===== config.mk =====
export PLATFORM = sky130hd
export DESIGN_NAME = hazard_sequencer
export DESIGN_NICKNAME = d
export VERILOG_FILES = /design/src/rtl/hazard_pkg.sv /design/src/rtl/sat_counter.sv /design/src/rtl/hazard_sequencer.sv
export SDC_FILE = /design/constraint.sdc
export NUM_CORES = 1
export LEC_CHECK = 0
export CAP_MARGIN = 30
export CORE_AREA = 10 10 81 83
export DETAILED_ROUTE_END_ITERATION = 8
export DIE_AREA = 0 0 91 93
export PLACE_DENSITY = 0.81
export RECOVER_POWER = 50
export SYNTH_ARGS = -nofsm -noshare
export SYNTH_HDL_FRONTEND = slang
export SYNTH_HIERARCHICAL = 1
export SYNTH_SLANG_ARGS = --single-unit

===== constraint.sdc =====
create_clock -name clk -period 1.55 [get_ports clk]
set_clock_uncertainty 0.05 [all_clocks]
set_input_delay 0.2325 -clock clk [delete_from_list [all_inputs] [get_ports clk]]
set_output_delay 0.2325 -clock clk [all_outputs]
set_load 0.01 [all_outputs]

===== src/rtl/hazard_pkg.sv =====
// Shared definitions for the pipeline hazard sequencer: stall FSM encoding,
// the hard-wired zero register, and the destination-match helper.
package hazard_pkg;

    // Stall FSM states. STALL2 is kept in the encoding for future 3-cycle hazards.
    typedef enum logic [1:0] {
        RUN    = 2'b00,
        STALL1 = 2'b01,
        STALL2 = 2'b10
    } state_t;

    // Register $0 is hard-wired to zero, so writes to it never create a dependence.
    localparam logic [4:0] REG_ZERO = 5'd0;

    // True when a producer destination feeds rs, or rt when rt is actually read.
    function automatic logic dest_hits(
        input logic [4:0] dest,
        input logic [4:0] rs,
        input logic [4:0] rt,
        input logic       check_rt
    );
        return (dest != REG_ZERO) && ((dest == rs) || (check_rt && (dest == rt)));
    endfunction

endpackage


===== src/rtl/sat_counter.sv =====
// Saturating up-counter: increments on inc and holds at all-ones instead of wrapping.
module sat_counter #(
    parameter int W = 16
) (
    input  logic         clk,
    input  logic         reset,
    input  logic         inc,
    output logic [W-1:0] count
);

    logic [W-1:0] r_count;
    logic         w_full;

    assign w_full = (r_count == {W{1'b1}});

    // Count qualifying cycles, stopping at the maximum value.
    // NOTE: sequential state uses non-blocking (<=) so every flop samples pre-edge values.
    always_ff @(posedge clk or negedge reset) begin
        if (!reset) begin
            r_count <= '0;
        end else if (inc && !w_full) begin
            r_count <= r_count + W'(1);
        end
    end

    assign count = r_count;

endmodule


===== src/rtl/hazard_sequencer.sv =====
// Pipeline hazard controller for the 5-stage MIPS core. Compares the ID-stage
// source registers against the EX and MEM destinations, stalls the front end
// (PC / IF-ID hold plus an ID bubble) for load-use and branch operand hazards,
// flushes IF on taken branches and jumps, and counts stall and flush cycles.
module hazard_sequencer
    import hazard_pkg::*;
#(
    parameter int CNT_W = 16
) (
    input  logic             clk,
    input  logic             reset,
    input  logic [4:0]       if_id_rs,
    input  logic [4:0]       if_id_rt,
    input  logic             id_uses_rt,
    input  logic             id_branch,
    input  logic             id_jump,
    input  logic             branch_taken,
    input  logic             id_ex_mem_read,
    input  logic             id_ex_reg_write,
    input  logic [4:0]       id_ex_dest,
    input  logic             ex_mem_mem_read,
    input  logic [4:0]       ex_mem_dest,
    output logic             pc_write,
    output logic             if_id_write,
    output logic             Data_Hazard,
    output logic             IF_Flush,
    output logic [CNT_W-1:0] stall_cycles,
    output logic [CNT_W-1:0] flush_count
);

    state_t r_state;
    state_t w_next_state;

    logic w_check_rt;
    logic w_match_ex;
    logic w_match_mem;
    logic w_in_run;
    logic w_need1;
    logic w_need2;
    logic w_stall;
    logic w_flush;

    // Branches compare both operands in ID, so rt matters for them even if not otherwise read.
    assign w_check_rt  = id_uses_rt | id_branch;
    assign w_match_ex  = dest_hits(id_ex_dest,  if_id_rs, if_id_rt, w_check_rt);
    assign w_match_mem = dest_hits(ex_mem_dest, if_id_rs, if_id_rt, w_check_rt);

    assign w_in_run = (r_state == RUN);

    // A branch needing a value still being loaded in EX waits two cycles.
    assign w_need2 = w_in_run & id_branch & id_ex_mem_read & w_match_ex;

    // Single-cycle stalls: classic load-use, or a branch waiting on an ALU
    // result in EX or a load result in MEM.
    assign w_need1 = w_in_run & ~w_need2 &
                     ((id_ex_mem_read & w_match_ex) |
                      (id_branch & id_ex_reg_write & w_match_ex) |
                      (id_branch & ex_mem_mem_read & w_match_mem));

    assign w_stall = ~w_in_run | w_need1 | w_need2;

    // Stall FSM state register; reset can land at any point, including mid-stall.
    // NOTE: state and counters reset asynchronously; there are no memories here to leave unreset.
    always_ff @(posedge clk or negedge reset) begin
        if (!reset) begin
            r_state <= RUN;
        end else begin
            r_state <= w_next_state;
        end
    end

    // Next-state: a 2-cycle hazard parks in STALL1 for one extra cycle; anything else returns to RUN.
    // NOTE: every always_comb output gets a default first so no path infers a latch.
    always_comb begin
        w_next_state = RUN;
        case (r_state)
            RUN:     w_next_state = w_need2 ? STALL1 : RUN;
            STALL1:  w_next_state = RUN;
            STALL2:  w_next_state = RUN;
            default: w_next_state = RUN;
        endcase
    end

    // Output decode: reset forces everything inactive, a stall beats a flush
    // (branch operands are not valid yet), otherwise the pipe advances.
    always_comb begin
        pc_write    = 1'b0;
        if_id_write = 1'b0;
        Data_Hazard = 1'b0;
        IF_Flush    = 1'b0;
        if (reset && !w_stall) begin
            pc_write    = 1'b1;
            if_id_write = 1'b1;
            Data_Hazard = 1'b1;
            IF_Flush    = id_jump | (id_branch & branch_taken);
        end
    end

    // Flush cycles are only those in which IF_Flush is actually driven high.
    assign w_flush = IF_Flush;

    sat_counter #(.W(CNT_W)) u_stall_cnt (
        .clk   (clk),
        .reset (reset),
        .inc   (w_stall),
        .count (stall_cycles)
    );

    sat_counter #(.W(CNT_W)) u_flush_cnt (
        .clk   (clk),
        .reset (reset),
        .inc   (w_flush),
        .count (flush_count)
    );

endmodule

---- After elaboration in Yosys (flattened, before gate mapping) ----
Index checks and enable logic that the tools add are counted.
operators by class
  $add $sub $neg .......................... 2
  eq/ne operators ......................... 6
  multiplexer cells ....................... 4
  bitwise operators ....................... 19
  reduce and logical (&&, ||, !) cells .... 15
operators by type and width
  cell                   count
  $add 16x1->16 const B  2
  $eq 16x16->1 const B   2
  $eq 5x5->1             4
  $and 1x1->1            11
  $reduce_bool 5->1      2
  $logic_and 1x1->1      7
  $or 1x1->1             6
  $mux 1                 4
  $logic_not 1->1        3
  $logic_not 2->1        1
  $logic_or 1x1->1       2
  $not 1->1              2
word-level totals
  register bits ........................... 34
  input port bits ......................... 29
  output and inout bits ................... 36
  logic and storage cells ................. 49

---- Logic depth before layout (Yosys ltp) ----
  word-level depth ........................ 14
  gate-level depth with buffers ........... 9
  depth with buffers taken out ............ 9

---- Modules after synthesis ----
The synthesis kept the hierarchy.
by module, submodules not included
  module            instances  cells each  area each (um^2)  sequential area each (um^2)
  sat_counter       2          69          800.8             400.4
  hazard_sequencer  1          46          366.6             25.0

---- Least setup slack after synthesis ----
No wires, ideal clock.
  kind .................................... input to register
  from .................................... in id_ex_dest[1]
  to ...................................... reg u_flush_cnt.r_count[13], in the netlist u_flush_cnt/count[13]
  setup time .............................. 0.080 ns
  data arrival time ....................... 2.315 ns
  data required time ...................... 1.420 ns
  slack ................................... -0.895 ns
  cell stages on the path ................. 9
  buffers on the path ..................... 0
  cell sequence ........................... or4_1 -> nor2_2 -> or2_2 -> o221ai_2 -> nor3_2 -> and3_1 -> nand3_1 -> nor4b_2 -> xor2_1
on the way
  word-level cells in the longest chain between the ends .. 14
  elaborated cells between the ends (all ways) .. 20
  classes of those cells .................. eq/ne: 2; mux: 1; bitwise: 10; reduce/logical: 7
ends and longest elaborated chain
  what                                       RTL line                                                                RTL
  start: declaration                         hazard_sequencer.sv:20                                                  input logic [4:0] id_ex_dest,
  $eq 5x5->1                                 hazard_pkg.sv:22                                                        return (dest != REG_ZERO) && ((dest == rs) || (check_rt && (dest == rt)));
  $logic_and 1x1->1                          hazard_pkg.sv:22
  $logic_or 1x1->1                           hazard_pkg.sv:22
  $logic_and 1x1->1 *                        hazard_pkg.sv:22
  $and 1x1->1, on equally long branches      hazard_sequencer.sv:56, hazard_sequencer.sv:51, hazard_sequencer.sv:57
  $or 1x1->1 or $not 1->1 (tied branches)    hazard_sequencer.sv:56, hazard_sequencer.sv:55
  $or 1x1->1 or $and 1x1->1 (tied branches)  hazard_sequencer.sv:57, hazard_sequencer.sv:55
  $and 1x1->1                                hazard_sequencer.sv:55                                                  assign w_need1 = w_in_run & ~w_need2 &
  $or 1x1->1                                 hazard_sequencer.sv:60                                                  assign w_stall = ~w_in_run | w_need1 | w_need2;
  $or 1x1->1 *                               hazard_sequencer.sv:60
  net w_stall                                hazard_sequencer.sv:40                                                  logic w_stall;
  $logic_not 1->1 *                          hazard_sequencer.sv:91                                                  if (reset && !w_stall) begin
  $logic_and 1x1->1 *                        hazard_sequencer.sv:91
  $mux 1 *                                   hazard_sequencer.sv:91
  net IF_Flush                               hazard_sequencer.sv:26                                                  output logic IF_Flush,
  $logic_and 1x1->1 *                        sat_counter.sv:21                                                       end else if (inc && !w_full) begin
  end signal: assignment                     sat_counter.sv:22                                                       r_count <= r_count + W'(1);
  end: declaration                           sat_counter.sv:11                                                       logic [W-1:0] r_count;
Mark *: on every way through the listed nets, which the timed path passes. The rest lies on a longest branch.
A chain may end at the register's enable or synchronous reset.

---- Worst setup path in the final report ----
  from .................................... in ex_mem_dest[2]
  to ...................................... reg u_flush_cnt.r_count[10], in the netlist u_flush_cnt/count[10]
on the way
  word-level cells in the longest chain between the ends .. 13
  elaborated cells between the ends (all ways) .. 15
  classes of those cells .................. eq/ne: 2; mux: 1; bitwise: 5; reduce/logical: 7
ends and longest elaborated chain
  what                        RTL line                RTL
  start: declaration          hazard_sequencer.sv:22  input logic [4:0] ex_mem_dest,
  $eq 5x5->1                  hazard_pkg.sv:22
  $logic_and 1x1->1           hazard_pkg.sv:22
  $logic_or 1x1->1            hazard_pkg.sv:22
  $logic_and 1x1->1 *         hazard_pkg.sv:22
  $and 1x1->1 *               hazard_sequencer.sv:58  (id_branch & ex_mem_mem_read & w_match_mem));
  $or 1x1->1 *                hazard_sequencer.sv:57  (id_branch & id_ex_reg_write & w_match_ex) |
  $and 1x1->1 *               hazard_sequencer.sv:55
  $or 1x1->1 * (2 in series)  hazard_sequencer.sv:60
  net w_stall                 hazard_sequencer.sv:40
  $logic_not 1->1 *           hazard_sequencer.sv:91
  $logic_and 1x1->1 *         hazard_sequencer.sv:91
  $mux 1 *                    hazard_sequencer.sv:91
  $logic_and 1x1->1 *         sat_counter.sv:21
Marks and branches as above.

==> reports/results.tsv <==
stage	metric	value	unit
sta	final_hold_viol_count	0	
cts	tritoncts	yes	
finish	finish.net_count	363	
place	io_buffer_count	64	
synth	post_synth_xor_area_fraction	0.196	
floorplan	die_w	91	um
setup_path	critical_path.startpoint	ex_mem_dest[2]	
setup_path	worst-endpoint-required	1.71	ns
power	cellPowerDensity	827	mW/mm^2
synth	syn_area	0.00197	mm^2
synth	post_synth.cell_area_avg	10.7	um^2
floorplan	fp.dieArea	0.00846	mm^2
synth	post_synth_and_or_nand_nor_area_fraction	0.261	
sta	setup_ws	-0.721	ns
floorplan	die_height	93	um
setup_path	end_kind	register	
synth	ys_seq_elements	33	
sta	final_slew_viol_count	0	
setup_path	r2r_start	u_flush_cnt/count[0]	
synth	arithmetic_cell_share_of_the_synthesized_area_counting_full_adders_half_adders_and_majority_gates	0.0127	
cts	numCtsBuffers	5	
global_route	wire_length_of_the_first_global_routing_pass	10.9	mm
sta	fmax	440	MHz
worst_hold_path	hold_path_startpoint	id_ex_mem_read	
detailed_routing	post_drt_wl_per_cell	18.1	um
floorplan	num_rows	26	
power	ir_worst_vdd	0.000816	V
run_status	outcome	finished with violations	
synth	synth-edff-count	0	
synth	postSynthCellCount	184	
synth	synth_largest_area_cell	dfrtp_1	
setup_path	cp_max_fo	4	
finish	synthToLayoutAreaGrowth	84.2	%
setup_path	start_kind	input pin	
global_route	grt_start_max_net_pins	34	
place	place.gp.congestion	0.898	
synth	yosysMostFrequentCell	dfrtp_1	
synth	synth_compound_area_frac	0.0846	
run_status	failed_checks	negative setup slack	
synth	ys_types	33	
synth	yosys_warnings	6	
cts	clk_latency	0.29	ns
cts	cts.htree.levels	2	
place	hpwl	4.65	mm
cts	clk_path_buf_depth	2	
synth	dominantRegCellSynth	dfrtp_1	
finish	final_cell_count_no_fill	403	
setup_path	criticalPathCategory	in2reg	
detailed_routing	detail_route.iter0.violations	90	
detailed_routing	route.detailed.vias_per_inst	5.19	
detailed_routing	dr.pass1.iters	6	
worst_hold_path	min_path_type	in2reg	
synth	synth.top_cell.area_share	0.420	
detailed_routing	remaining_drc_errors	0	
synth	synth_top_cells_by_area	dfrtp_1 (42%), xor2_1 (12%), xnor2_1 (7.6%)	
cts	worst_setup_hold_path_clk_slew	0.06	ns
finish	finish.instance_area	0.00363	mm^2
job	cap_viol_max_count	0	
place	placement_stage_cell_area	0.00318	mm^2
global_route	globalRoute.totalOverflow	0	
detailed_routing	wirelength	7.30	mm
cts	clock-root-buffer	clkbuf_8	
synth	mux_share_of_post_synthesis_cell_area	0.0114	
cts	cts.sink_count	33	
sta	min_period	2.27	ns
global_route	antenna_found_initial	1	
detailed_routing	route.vias.total	2092	
power	cellLeakagePower	1.88	nW
place	place_worst_setup_slack	-1.32	ns
detailed_routing	detail-route-antenna-nets	0	
floorplan	placeableCoreArea	0.00501	mm^2
sta	worstMarginPinSlew	0.819	ns
synth	fraction_of_the_yosys_area_taken_by_sequential_cells	0.420	
setup_path	worst-endpoint-arrival	2.43	ns
finish	drive_gt1_frac	0.488	
floorplan	num_io_pins	65	
place	total_placed_cells_including_tap_cells	372	
global_route	grt.total_usage	0.157	
synth	synthesis.nets	215	
synth	post_synth_most_frequent_cells	dfrtp_1 (33), xor2_1 (27), xnor2_1 (17)	
sta	slew_headroom	0.454	
sta	timing.final.crit_share	1.47	
floorplan	initial_utilization	0.393	
sta	grt_setup_unrepaired	true	
global_route	grt_pass1_vias	2197	
finish	final_core_util	0.724	
cts	post_cts_hold_buffer_count	0	
sta	timing.final.setup_violations	36	
synth	postSynth.asyncResetShare	1.00	
synth	largest_family_of_logic_cells_by_synthesized_area	simple AND/OR/NAND/NOR gates	
-- path summary, 6_finish.rpt --
path | slack, ns | depth (start not counted) | to
min in group asynchronous | 0.56 | 2 | u_flush_cnt/count[0]
max reg2reg | -0.38 | 6 | u_flush_cnt/count[11]
min reg2reg | 0.43 | 1 | r_state[0]
max in group asynchronous | 0.37 | 2 | u_flush_cnt/count[7]
max | -0.72 | 10 | u_flush_cnt/count[10]
min | 0.33 | 3 | r_state[0]
-- critical path: stages --
cell and delay (ns):
buf_8 0.10, or4_4 0.53, o211ai_1 0.29, o221ai_4 0.18
nor3_4 0.20, buf_4 0.17, and4_4 0.25, o211ai_1 0.15
nor2_1 0.17, xor2_1 0.14
-- cells in the final DEF (no fill, tap or decap), drive strengths merged --
cell,Yosys,routed
a31oi,2,2
and4,4,4
clkbuf,0,11
o221ai,1,1
a32oi,1,1
dlygate4sd3,0,1
nand2,10,10
dlymetal6s2s,0,2
nand4,9,9
o22a,2,2
xnor2,17,17
dlygate4sd2,0,35
inv,4,4
o41ai,2,2
o21ai,2,2
nand3,9,9
o211ai,3,3
o32a,1,1
diode,0,1
ha,2,2
nor2,14,14
nor4b,2,2
nor4,6,6
nor3,12,12
xor2,27,27
mux2,2,2
buf,2,96
or4,2,2
nor3b,2,2
a21oi,6,6
clkdlybuf4s50,0,3
dfrtp,33,33
and3,4,4
clkdlybuf4s15,0,2
or2,3,3
-- flip-flops by register name, indices dropped and copies added, names as in the netlist --
signal,count
u_stall_cnt/count,16
r_state,1
u_flush_cnt/count,16
-- through the flow --
stage          hold slack (ns)  setup TNS [ns]  total power [mW]
2_1_floorplan           -0.113          -16.25              1.52
3_3_place_gp             0.380          -40.70              2.23
3_5_place_dp             0.387          -41.45              2.25
4_1_cts                  0.287          -16.79              2.89
5_1_grt                  0.345          -23.56              3.14
6_report                 0.333          -20.28              3.00
-- power breakdown --
part	leakage, nW	switching, mW	internal (mW)
Sequential	0.444	0.0746	0.987
Combinational	1.39	0.623	0.645
Clock	0.0443	0.314	0.352
Total	1.88	1.01	1.99
-- kinds of logic after synthesis --
kind of cell | after synthesis
xor+xnor | 44
flops | 33
simple gates | 77
fa+ha+maj | 2
mux | 2
compound gates | 20
buf+inv | 6
-- metal layers --
metal	wire length, um	global-route usage
met3	435	0.0536
met1	2670	0.157
met2	4030	0.300
met4	165	0.0496
met5	0	0
-- cell type report --
class,count,area (um^2)
inverter,4,15.0
tap,70,87.6
antenna,1,2.50
clock buffer,7,86.3
timing repair buffer,143,1180
multi-input combinational,145,1430
fill,358,1380
sequential,33,826
-- what timing repair did --
action                     CTS  global route
setup endpoints to repair   68            37
pin swaps                   38            30
gates cloned                 0             0
setup buffers               17             9
resized for setup          154            40
No activity file was read; power rests on OpenSTA's default activity.
